===== src/rtl/arb_pkg.sv =====
// Shared arbitration constants for the registered N-way selector.
// Mode encodings plus a clog2 helper for toolflows without $clog2.
package arb_pkg;

  localparam logic MODE_RR    = 1'b0;
  localparam logic MODE_FIXED = 1'b1;

  function automatic int clog2(input int n);
    int r;
    r = 0;
    while ((1 << r) < n) r++;
    return r;
  endfunction

endpackage


===== src/rtl/rr_arb_mux_if.sv =====
// Request/response bundle for rr_arb_mux: N requester channels in, one consumer out.
// Both sides use valid/ready; the slave modport is the arbiter's view.
interface rr_arb_mux_if #(
  parameter int WIDTH  = 32,
  parameter int NUM_IN = 4
);
  localparam int SEL_W = $clog2(NUM_IN);

  logic [NUM_IN-1:0]       in_valid;
  logic [NUM_IN*WIDTH-1:0] in_data;
  logic [NUM_IN-1:0]       in_ready;
  logic                    mode;
  logic [SEL_W-1:0]        sel;
  logic                    out_valid;
  logic [WIDTH-1:0]        out_data;
  logic [SEL_W-1:0]        out_src;
  logic                    out_ready;

  modport slave (
    input  in_valid, in_data, mode, sel, out_ready,
    output in_ready, out_valid, out_data, out_src
  );

  modport master (
    output in_valid, in_data, mode, sel, out_ready,
    input  in_ready, out_valid, out_data, out_src
  );

endinterface


===== src/rtl/rr_grant.sv =====
// Combinational round-robin grant: first set request at or after ptr, wrapping.
// Zero latency; no handshake of its own.
module rr_grant #(
  parameter int NUM_IN = 4,
  parameter int SEL_W  = $clog2(NUM_IN)
) (
  input  logic [NUM_IN-1:0] req,
  input  logic [SEL_W-1:0]  ptr,
  output logic [NUM_IN-1:0] grant,
  output logic [SEL_W-1:0]  gnt_idx,
  output logic              any
);

  logic [2*NUM_IN-1:0] req_dbl;
  logic [NUM_IN-1:0]   rot;
  logic [SEL_W-1:0]    off;
  logic [SEL_W:0]      sum;

  assign req_dbl = {req, req};

  // Rotating the doubled vector puts the ptr channel at bit 0 without wrap logic.
  always_comb begin
    rot = '0;
    for (int i = 0; i < NUM_IN; i++) begin
      rot[i] = req_dbl[32'(ptr) + i];
    end
  end

  always_comb begin
    off = '0;
    any = 1'b0;
    for (int i = NUM_IN - 1; i >= 0; i--) begin
      if (rot[i]) begin
        off = SEL_W'(i);
        any = 1'b1;
      end
    end
  end

  always_comb begin
    sum = {1'b0, ptr} + {1'b0, off};
    if (sum >= (SEL_W + 1)'(NUM_IN)) begin
      sum = sum - (SEL_W + 1)'(NUM_IN);
    end
    gnt_idx = sum[SEL_W-1:0];
  end

  always_comb begin
    grant = '0;
    for (int i = 0; i < NUM_IN; i++) begin
      grant[i] = any && (gnt_idx == SEL_W'(i));
    end
  end

endmodule


===== src/rtl/rr_arb_mux.sv =====
// N-way round-robin / fixed-select mux into a single output register, 1 cycle latency.
// in_ready only when the register is empty or draining this cycle; full throughput.
module rr_arb_mux
  import arb_pkg::*;
#(
  parameter int WIDTH  = 32,
  parameter int NUM_IN = 4,
  localparam int SEL_W = $clog2(NUM_IN)
) (
  input logic         clk,
  input logic         rstn,
  rr_arb_mux_if.slave bus
);

  logic [SEL_W-1:0]  ptr_q, ptr_d;
  logic              out_valid_q, out_valid_d;
  logic [WIDTH-1:0]  out_data_q, out_data_d;
  logic [SEL_W-1:0]  out_src_q, out_src_d;

  logic [NUM_IN-1:0] rr_grant_w, fix_grant, grant;
  logic [SEL_W-1:0]  rr_idx, win_idx;
  logic              rr_any, fix_any, win_any;
  logic              load, xfer;
  logic [WIDTH-1:0]  win_data;

  rr_grant #(.NUM_IN(NUM_IN), .SEL_W(SEL_W)) u_rr_grant (
    .req     (bus.in_valid),
    .ptr     (ptr_q),
    .grant   (rr_grant_w),
    .gnt_idx (rr_idx),
    .any     (rr_any)
  );

  // Loop compare keeps an out-of-range sel harmless: it simply matches no channel.
  always_comb begin
    fix_grant = '0;
    for (int i = 0; i < NUM_IN; i++) begin
      fix_grant[i] = bus.in_valid[i] && (bus.sel == SEL_W'(i));
    end
    fix_any = |fix_grant;
  end

  always_comb begin
    if (bus.mode == MODE_FIXED) begin
      grant   = fix_grant;
      win_idx = bus.sel;
      win_any = fix_any;
    end else begin
      grant   = rr_grant_w;
      win_idx = rr_idx;
      win_any = rr_any;
    end
  end

  assign load         = ~out_valid_q | bus.out_ready;
  assign bus.in_ready = (rstn && load && win_any) ? grant : '0;
  assign xfer         = |bus.in_ready;

  always_comb begin
    win_data = '0;
    for (int i = 0; i < NUM_IN; i++) begin
      if (grant[i]) win_data = bus.in_data[i*WIDTH +: WIDTH];
    end
  end

  always_comb begin
    out_valid_d = out_valid_q;
    out_data_d  = out_data_q;
    out_src_d   = out_src_q;
    ptr_d       = ptr_q;
    if (xfer) begin
      out_valid_d = 1'b1;
      out_data_d  = win_data;
      out_src_d   = win_idx;
      if (bus.mode == MODE_RR) begin
        ptr_d = (win_idx == SEL_W'(NUM_IN - 1)) ? '0 : win_idx + 1'b1;
      end
    end else if (out_valid_q && bus.out_ready) begin
      out_valid_d = 1'b0;
    end
  end

  always_ff @(posedge clk or negedge rstn) begin
    if (!rstn) begin
      ptr_q       <= '0;
      out_valid_q <= 1'b0;
      out_data_q  <= '0;
      out_src_q   <= '0;
    end else begin
      ptr_q       <= ptr_d;
      out_valid_q <= out_valid_d;
      out_data_q  <= out_data_d;
      out_src_q   <= out_src_d;
    end
  end

  assign bus.out_valid = out_valid_q;
  assign bus.out_data  = out_data_q;
  assign bus.out_src   = out_src_q;

endmodule

===== src/flat_wrapper.sv =====
// flat-port wrapper written by rule: the top's interface ports become plain ports
module rr_arb_mux_flat import arb_pkg::*;
#(
  parameter int WIDTH  = 32,
  parameter int NUM_IN = 4,
  localparam int SEL_W = $clog2(NUM_IN)
)
  (clk, rstn, bus_in_valid, bus_in_data, bus_mode, bus_sel, bus_out_ready, bus_in_ready, bus_out_valid, bus_out_data, bus_out_src);
  rr_arb_mux_if #(.WIDTH(WIDTH), .NUM_IN(NUM_IN)) bus_i ();
  input logic clk;
  input logic rstn;
  input wire logic [$bits(bus_i.in_valid)-1:0] bus_in_valid;
  input wire logic [$bits(bus_i.in_data)-1:0] bus_in_data;
  input wire logic [$bits(bus_i.mode)-1:0] bus_mode;
  input wire logic [$bits(bus_i.sel)-1:0] bus_sel;
  input wire logic [$bits(bus_i.out_ready)-1:0] bus_out_ready;
  output wire logic [$bits(bus_i.in_ready)-1:0] bus_in_ready;
  output wire logic [$bits(bus_i.out_valid)-1:0] bus_out_valid;
  output wire logic [$bits(bus_i.out_data)-1:0] bus_out_data;
  output wire logic [$bits(bus_i.out_src)-1:0] bus_out_src;
  assign bus_i.in_valid = bus_in_valid;
  assign bus_i.in_data = bus_in_data;
  assign bus_i.mode = bus_mode;
  assign bus_i.sel = bus_sel;
  assign bus_i.out_ready = bus_out_ready;
  assign bus_in_ready = bus_i.in_ready;
  assign bus_out_valid = bus_i.out_valid;
  assign bus_out_data = bus_i.out_data;
  assign bus_out_src = bus_i.out_src;
  rr_arb_mux #(.WIDTH(WIDTH), .NUM_IN(NUM_IN)) u_core (.clk(clk), .rstn(rstn), .bus(bus_i));
endmodule

===== config.mk =====
export PLATFORM = sky130hd
export DESIGN_NAME = rr_arb_mux_flat
export DESIGN_NICKNAME = d
export VERILOG_FILES = /design/src/rtl/arb_pkg.sv /design/src/rtl/rr_arb_mux_if.sv /design/src/rtl/rr_grant.sv /design/src/rtl/rr_arb_mux.sv /design/src/flat_wrapper.sv
export SDC_FILE = /design/constraint.sdc
export NUM_CORES = 1
export LEC_CHECK = 0
export ABC_AREA = 0
export CAP_MARGIN = 20
export CORE_UTILIZATION = 36
export CTS_CLUSTER_SIZE = 30
export DETAILED_ROUTE_END_ITERATION = 6
export PLACE_DENSITY = 0.79
export SYNTH_ARGS = -nofsm -noshare
export SYNTH_HDL_FRONTEND = slang
export SYNTH_SLANG_ARGS = --single-unit

===== constraint.sdc =====
create_clock -name clk -period 3.3 [get_ports clk]
set_clock_uncertainty 0.2 [all_clocks]
set_input_delay 0.495 -clock clk [delete_from_list [all_inputs] [get_ports clk]]
set_output_delay 0.495 -clock clk [all_outputs]
set_load 0.05 [all_outputs]

After elaboration in Yosys (flattened, before gate mapping)
Index checks and enable logic that the tools add are counted.
{ "totals": {"register_bits": 37, "inputBits": 138, "output_inout_bits": 39, "word_cells": 70} }
{ "op_classes": {"add_sub_neg": 6, "magnitude_cmp": 5, "eq_ne": 7, "muxes": 28, "n_bitwise": 3, "n_reduce_logical": 17} }
{ "op_table": {"columns": ["cell", "n"], "rows": [
  ["$mux W32", 4],
  ["$mux W2", 7],
  ["$lt A3 B4 Y1 const B", 3],
  ["$logic_and A1 B1 Y1", 11],
  ["$mux W1", 11],
  ["$eq A2 B2 Y1 const B", 5],
  ["$bmux W1 S3", 3],
  ["$mux W4", 2],
  ["$reduce_or A4 Y1", 2],
  ["$add A2 B2 Y3 const B", 2],
  ["$eq A2 B1 Y1 const B", 2],
  ["$logic_not A2 Y1", 2],
  ["$lt A2 B4 Y1 const B", 1],
  ["$add A2 B1 Y3 const B", 1],
  ["$add A2 B2 Y3", 1],
  ["$ge A3 B3 Y1 const B", 1],
  ["$add A2 B1 Y2 const B", 1],
  ["$bmux W1 S2", 1],
  ["$not A1 Y1", 2],
  ["$reduce_and A2 Y1", 1],
  ["$reduce_bool A2 Y1", 1],
  ["$sub A2 B1 Y2 const B", 1],
  ["$or A1 B1 Y1", 1]
]} }

Logic depth before layout (Yosys ltp)
{ "depth": {"word_depth": 17, "mapped_depth": 13, "ltp_nobuf": 11} }

Cells and area by module
Synthesis repeated with hierarchy kept, for this count alone.
{ "unflattened": {"cells_unflattened": 293, "hier_area_um2": 2869.0} }
{ "modules_own_cells": {"columns": ["mod", "n_inst", "cells_per_inst", "area_per_inst_um2", "seq_area_each_um2"], "rows": [
  ["rr_arb_mux", 1, 268, 2607.5, 925.9],
  ["rr_grant", 1, 25, 261.5, 0.0]
]} }

Worst setup path before layout
OpenSTA, ideal clock, no wires.
{ "synth_path": {"kind": "register to output", "start": "register u_core.ptr_q[0]", "end": "output port bus_in_ready[1]", "arrival_time_ps": 3226, "required_time_ps": 2605, "setup_slack_ps": -621, "stages_incl_launch_ff": 11, "n_path_buf": 0, "path_cell_list": "dfrtp_1 > ha_1 > mux4_1 > a21oi_1 > nor2_1 > ha_1 > xnor2_1 > nand2_1 > o21ai_0 > nand2_1 > a21oi_1"} }
{ "synth_via": {"elab_chain_len": 14, "elab_cells_between_ends": 29, "classes_between": "add/sub (5); order compare (1); eq/ne (1); mux (20); reduce/logical (2)"} }
{ "synth_rtl": {"columns": ["element", "line_no", "source"], "rows": [
  ["start, declared", "rr_arb_mux.sv:15", "logic [SEL_W-1:0] ptr_q, ptr_d;"],
  ["start signal, assigned", "rr_arb_mux.sv:90", "ptr_q <= ptr_d;"],
  ["$add A2 B2 Y3", "rr_grant.sv:25", "rot[i] = req_dbl[32'(ptr) + i];"],
  ["$bmux W1 S3", "rr_grant.sv:25", null],
  ["$mux W1 (implied by the code)", "rr_grant.sv:25", null],
  ["$mux W2 (4 in a row)", "rr_grant.sv:33", "if (rot[i]) begin"],
  ["$add A2 B2 Y3", "rr_grant.sv:41", "sum = {1'b0, ptr} + {1'b0, off};"],
  ["$ge A3 B3 Y1 or $sub A2 B1 Y2 (tied branches)", "rr_grant.sv:42, rr_grant.sv:43", null],
  ["$mux W2", "rr_grant.sv:42", "if (sum >= (SEL_W + 1)'(NUM_IN)) begin"],
  ["$eq A2 B1 Y1", "rr_grant.sv:51", "grant[i] = any && (gnt_idx == SEL_W'(i));"],
  ["$logic_and A1 B1 Y1", "rr_grant.sv:51", null],
  ["$mux W4", "rr_arb_mux.sv:44", "if (bus.mode == MODE_FIXED) begin"],
  ["$mux W4 (*)", "rr_arb_mux.sv:56", "assign bus.in_ready = (rstn && load && win_any) ? grant : '0;"],
  ["end, declared", "flat_wrapper.sv:17", "output wire logic [$bits(bus_i.in_ready)-1:0] bus_in_ready;"]
]} }
Every way passes the cells marked *; elsewhere a longest branch is shown, timed or not. The select of a mux whose other input is x is not followed.

Final worst setup path
{ "layout_path": {"start": "register u_core.ptr_q[0]", "end": "output port bus_in_ready[3]"} }
{ "layout_via": {"elab_chain_len": 14, "elab_cells_between_ends": 29, "classes_between": "add/sub (5); order compare (1); eq/ne (1); mux (20); reduce/logical (2)"} }
{ "layout_rtl": {"columns": ["element", "line_no"], "rows": [
  ["$add A2 B2 Y3", "rr_grant.sv:25"],
  ["$bmux W1 S3", "rr_grant.sv:25"],
  ["$mux W1 (implied by the code)", "rr_grant.sv:25"],
  ["$mux W2 (4 in a row)", "rr_grant.sv:33"],
  ["$add A2 B2 Y3", "rr_grant.sv:41"],
  ["$ge A3 B3 Y1 or $sub A2 B1 Y2 (tied branches)", "rr_grant.sv:42, rr_grant.sv:43"],
  ["$mux W2", "rr_grant.sv:42"],
  ["$eq A2 B2 Y1", "rr_grant.sv:51"],
  ["$logic_and A1 B1 Y1", "rr_grant.sv:51"],
  ["$mux W4", "rr_arb_mux.sv:44"],
  ["$mux W4 (*)", "rr_arb_mux.sv:56"]
]} }
Marked as above.

==> flow_metrics.tcl <==
set metrics [dict create \
    outcome "finished, violations left" \
    failed_checks "setup timing" \
    hold_viol_final 0 \
    routedWlPerCell_um 18.5 \
    io_buffers 176 \
    grt_use_total_pct 26.0 \
    placed_cells 660 \
    finalSetupTns_ns -1.61 \
    fmax_mhz 284 \
    path_buf_inv 3 \
    wl_um 12400 \
    wl_met3_um 1020 \
    top_layer "met4" \
    io_pins 177 \
    cts-root-buf "clkbuf_8" \
    rsz0062_at_grt "true" \
    period_share_pct 107 \
    synth_cells 371 \
    grt_pass1_wl_um 18600 \
    crit_path_end_kind "output pin" \
    clk_path_buf_depth 2 \
    ys_types 46 \
    final_cell_count_no_fill 672 \
    synth_nets 511 \
    cp_slowest_stage_delay_ns 0.53 \
    drc_errors 0 \
    drv_cap 0 \
    hpwlAfterDp_um 8850 \
    die_y_um 96.1 \
    ys_warn_count 0 \
    ff2ff_setup_slack_ns -0.06 \
    worstMarginPinSlew_ns 0.843 \
    num-nets-final 707 \
    final_max_slew_viol_count 0 \
    min_period_ns 3.52 \
    start_kind "flop" \
    fin_ws_ns -0.219 \
    tritoncts "done" \
    wl_met2_um 6410 \
    cts_max_level 2 \
    coreArea_um2 8380 \
    drtAntennaViolNets 0 \
    cts_buffers 5 \
    grt_pass1_vias 3854 \
    wl_met1_um 4780 \
    setup_viol 35 \
    die_x_um 96.1 \
    critPathTopFamily "multiplexers" \
    final_common_cell "clkdlybuf4s50_1" \
    ys.flop_type "dfrtp_1" \
    ys_seq_elements 37 \
    yosys.area.top_type "dfrtp_1" \
    max-slew-margin-rel_pct 43.3 \
    path_common_cell "ha_4" \
    drt_iter0_drc 168 \
    drive_above_1_share_pct 16.8 \
    hp-class "input pin to async pin" \
    synth_area_um2 3190 \
    arrival_ns 2.82 \
    critPathRequiredTime_ns 2.60 \
    synth.area.top_cells "dfrtp_1, o21ai_0, a31o_1, a22oi_1, a31oi_1" \
    antenna_found_initial 0 \
    netlist.area_leader.share_pct 29.0 \
    synth_edf_count 0 \
    final_cell_mix "clkdlybuf4s50_1, o21ai_0, nand2_1" \
    ir_worst_vdd_uv 524 \
    cellLeakagePower_nw 1.98 \
    p_per_area_nw_per_um2 1010 \
    rows 33 \
    die-area_um2 9240 \
    gp_congestion 0.926 \
    vias_per_cell 5.84 \
    dr.pass1.iters 6 \
    crit_chain "ha_4, mux4_2, a21oi_2, nor2_2, ha_4, buf_4, xor2_2, nand2_4, o21ai_2, o21ai_4, clkinvlp_4, buf_8" \
    via_count 3923 \
    seq_area_frac_synth_pct 29.0 \
    area_growth_pct 71.2 \
    clkTransAtPathRegs_ns 0.08 \
    antenna_cells 0 \
    start_util_pct 38.1 \
    crit_slowest_cell "mux4_2" \
    grt_overflow 0 \
    ys_async_sr_fraction_pct 100 \
    insertion_delay_ns 0.29 \
    crit_fanout 3 \
    cts.sinks 37 \
    synth.avg_cell_area_um2 8.60 \
    path_class "flop to output pin" \
    grt_max_degree 68 \
]
[repair_timing]
| action | 4_1_cts | 5_1_grt |
|---|---|---|
| buffers inserted | 5 | 2 |
| pin swaps | 8 | 10 |
| endpoints found under the setup margin | 37 | 37 |
| gates resized for setup | 17 | 6 |
| hold buffers | 0 | 0 |
[state kept, by name, summed over array words and instances, names as in the netlist]
register and count:
u_core.bus.out_data 32, u_core.bus.out_src 2, u_core.ptr_q 2, u_core.bus.out_valid 1
[power by group]
group / leakage, nW / internal, mW / switching [mW]
clock: 0.0443 / 0.166 / 0.168
sequential: 0.423 / 0.684 / 0.136
combinational: 1.51 / 1.85 / 2.49
total: 1.98 / 2.71 / 2.80
[per-layer routing]
layer,global-route usage [%],vias to the layer above
met5,0,-
met4,7.59,0
met3,5.13,23
met2,48.0,190
met1,30.1,1859
li1,-,1851
[logic make-up (layout without fill, tap and decap cells)]
group / after synthesis / in the layout / share of synthesized area (%)
AO/OA/AOI/OAI: 213 / 213 / 43.8
flip-flops: 37 / 37 / 29.0
XOR/XNOR: 4 / 4 / 1.10
AND/OR/NAND/NOR: 71 / 71 / 10.2
multiplexers: 5 / 5 / 3.41
adder cells (fa/ha/maj): 2 / 2 / 0.784
buffers and inverters: 39 / 235 / 11.7
[final timing paths]
path	depth (start not counted)	startpoint	end
setup reg to reg	14	u_core.ptr_q[0]	u_core.bus.out_data[10]
setup / recovery	12	u_core.ptr_q[0]	bus_in_ready[3]
max in group asynchronous	2	rstn	u_core.ptr_q[0]
hold reg to reg	2	u_core.bus.out_src[1]	u_core.bus.out_src[1]
min in group clk	2	u_core.bus.out_src[1]	u_core.bus.out_src[1]
hold / removal	2	rstn	u_core.bus.out_data[31]
[cell type report]
cell class,instances,area (um2)
fillers,713,2920
well taps,105,131
clock buffers,7,86.3
flip-flops and latches,37,927
repair buffers,226,2260
multi-input cells,295,2040
inverters,2,11.3
[metrics by stage]
| step | setup WS (ns) | instance area (um2) | utilization, % | total power, mW | hold WS (ns) |
|---|---|---|---|---|---|
| after floorplan | -0.204 | 3250 | - | 3.53 | -0.000591 |
| after CTS | -0.199 | 5410 | 64.6 | 5.43 | 0.129 |
| after detailed placement | -0.385 | 5260 | 62.8 | 4.96 | 0.269 |
| after global routing | -0.318 | 5460 | 65.1 | 5.82 | 0.131 |
| after global placement | -0.306 | 5260 | 62.8 | 4.86 | 0.270 |
| final | -0.219 | 5460 | 65.1 | 5.50 | 0.115 |
[synthesized netlist by cell type, types with 2 or more instances]
| cell type | instances |
|---|---|
| mux4_2 | 2 |
| nand2b_1 | 2 |
| clkbuf_4 | 3 |
| clkbuf_2 | 6 |
| clkbuf_1 | 4 |
| dfrtp_1 | 37 |
| a22oi_1 | 33 |
| a21oi_1 | 4 |
| nor2_1 | 8 |
| ha_1 | 2 |
| clkbuf_8 | 15 |
| buf_6 | 6 |
| inv_1 | 2 |
| nor3_1 | 2 |
| o21ai_0 | 63 |
| xnor2_1 | 2 |
| a31oi_1 | 33 |
| xor2_1 | 2 |
| nor2b_1 | 2 |
| mux4_1 | 2 |
| a221oi_2 | 2 |
| o22ai_1 | 32 |
| a31o_2 | 2 |
| nand4b_1 | 2 |
| nand2_1 | 47 |
| o21ai_1 | 7 |
| a31o_1 | 30 |
(Power assumes the default switching activity.)
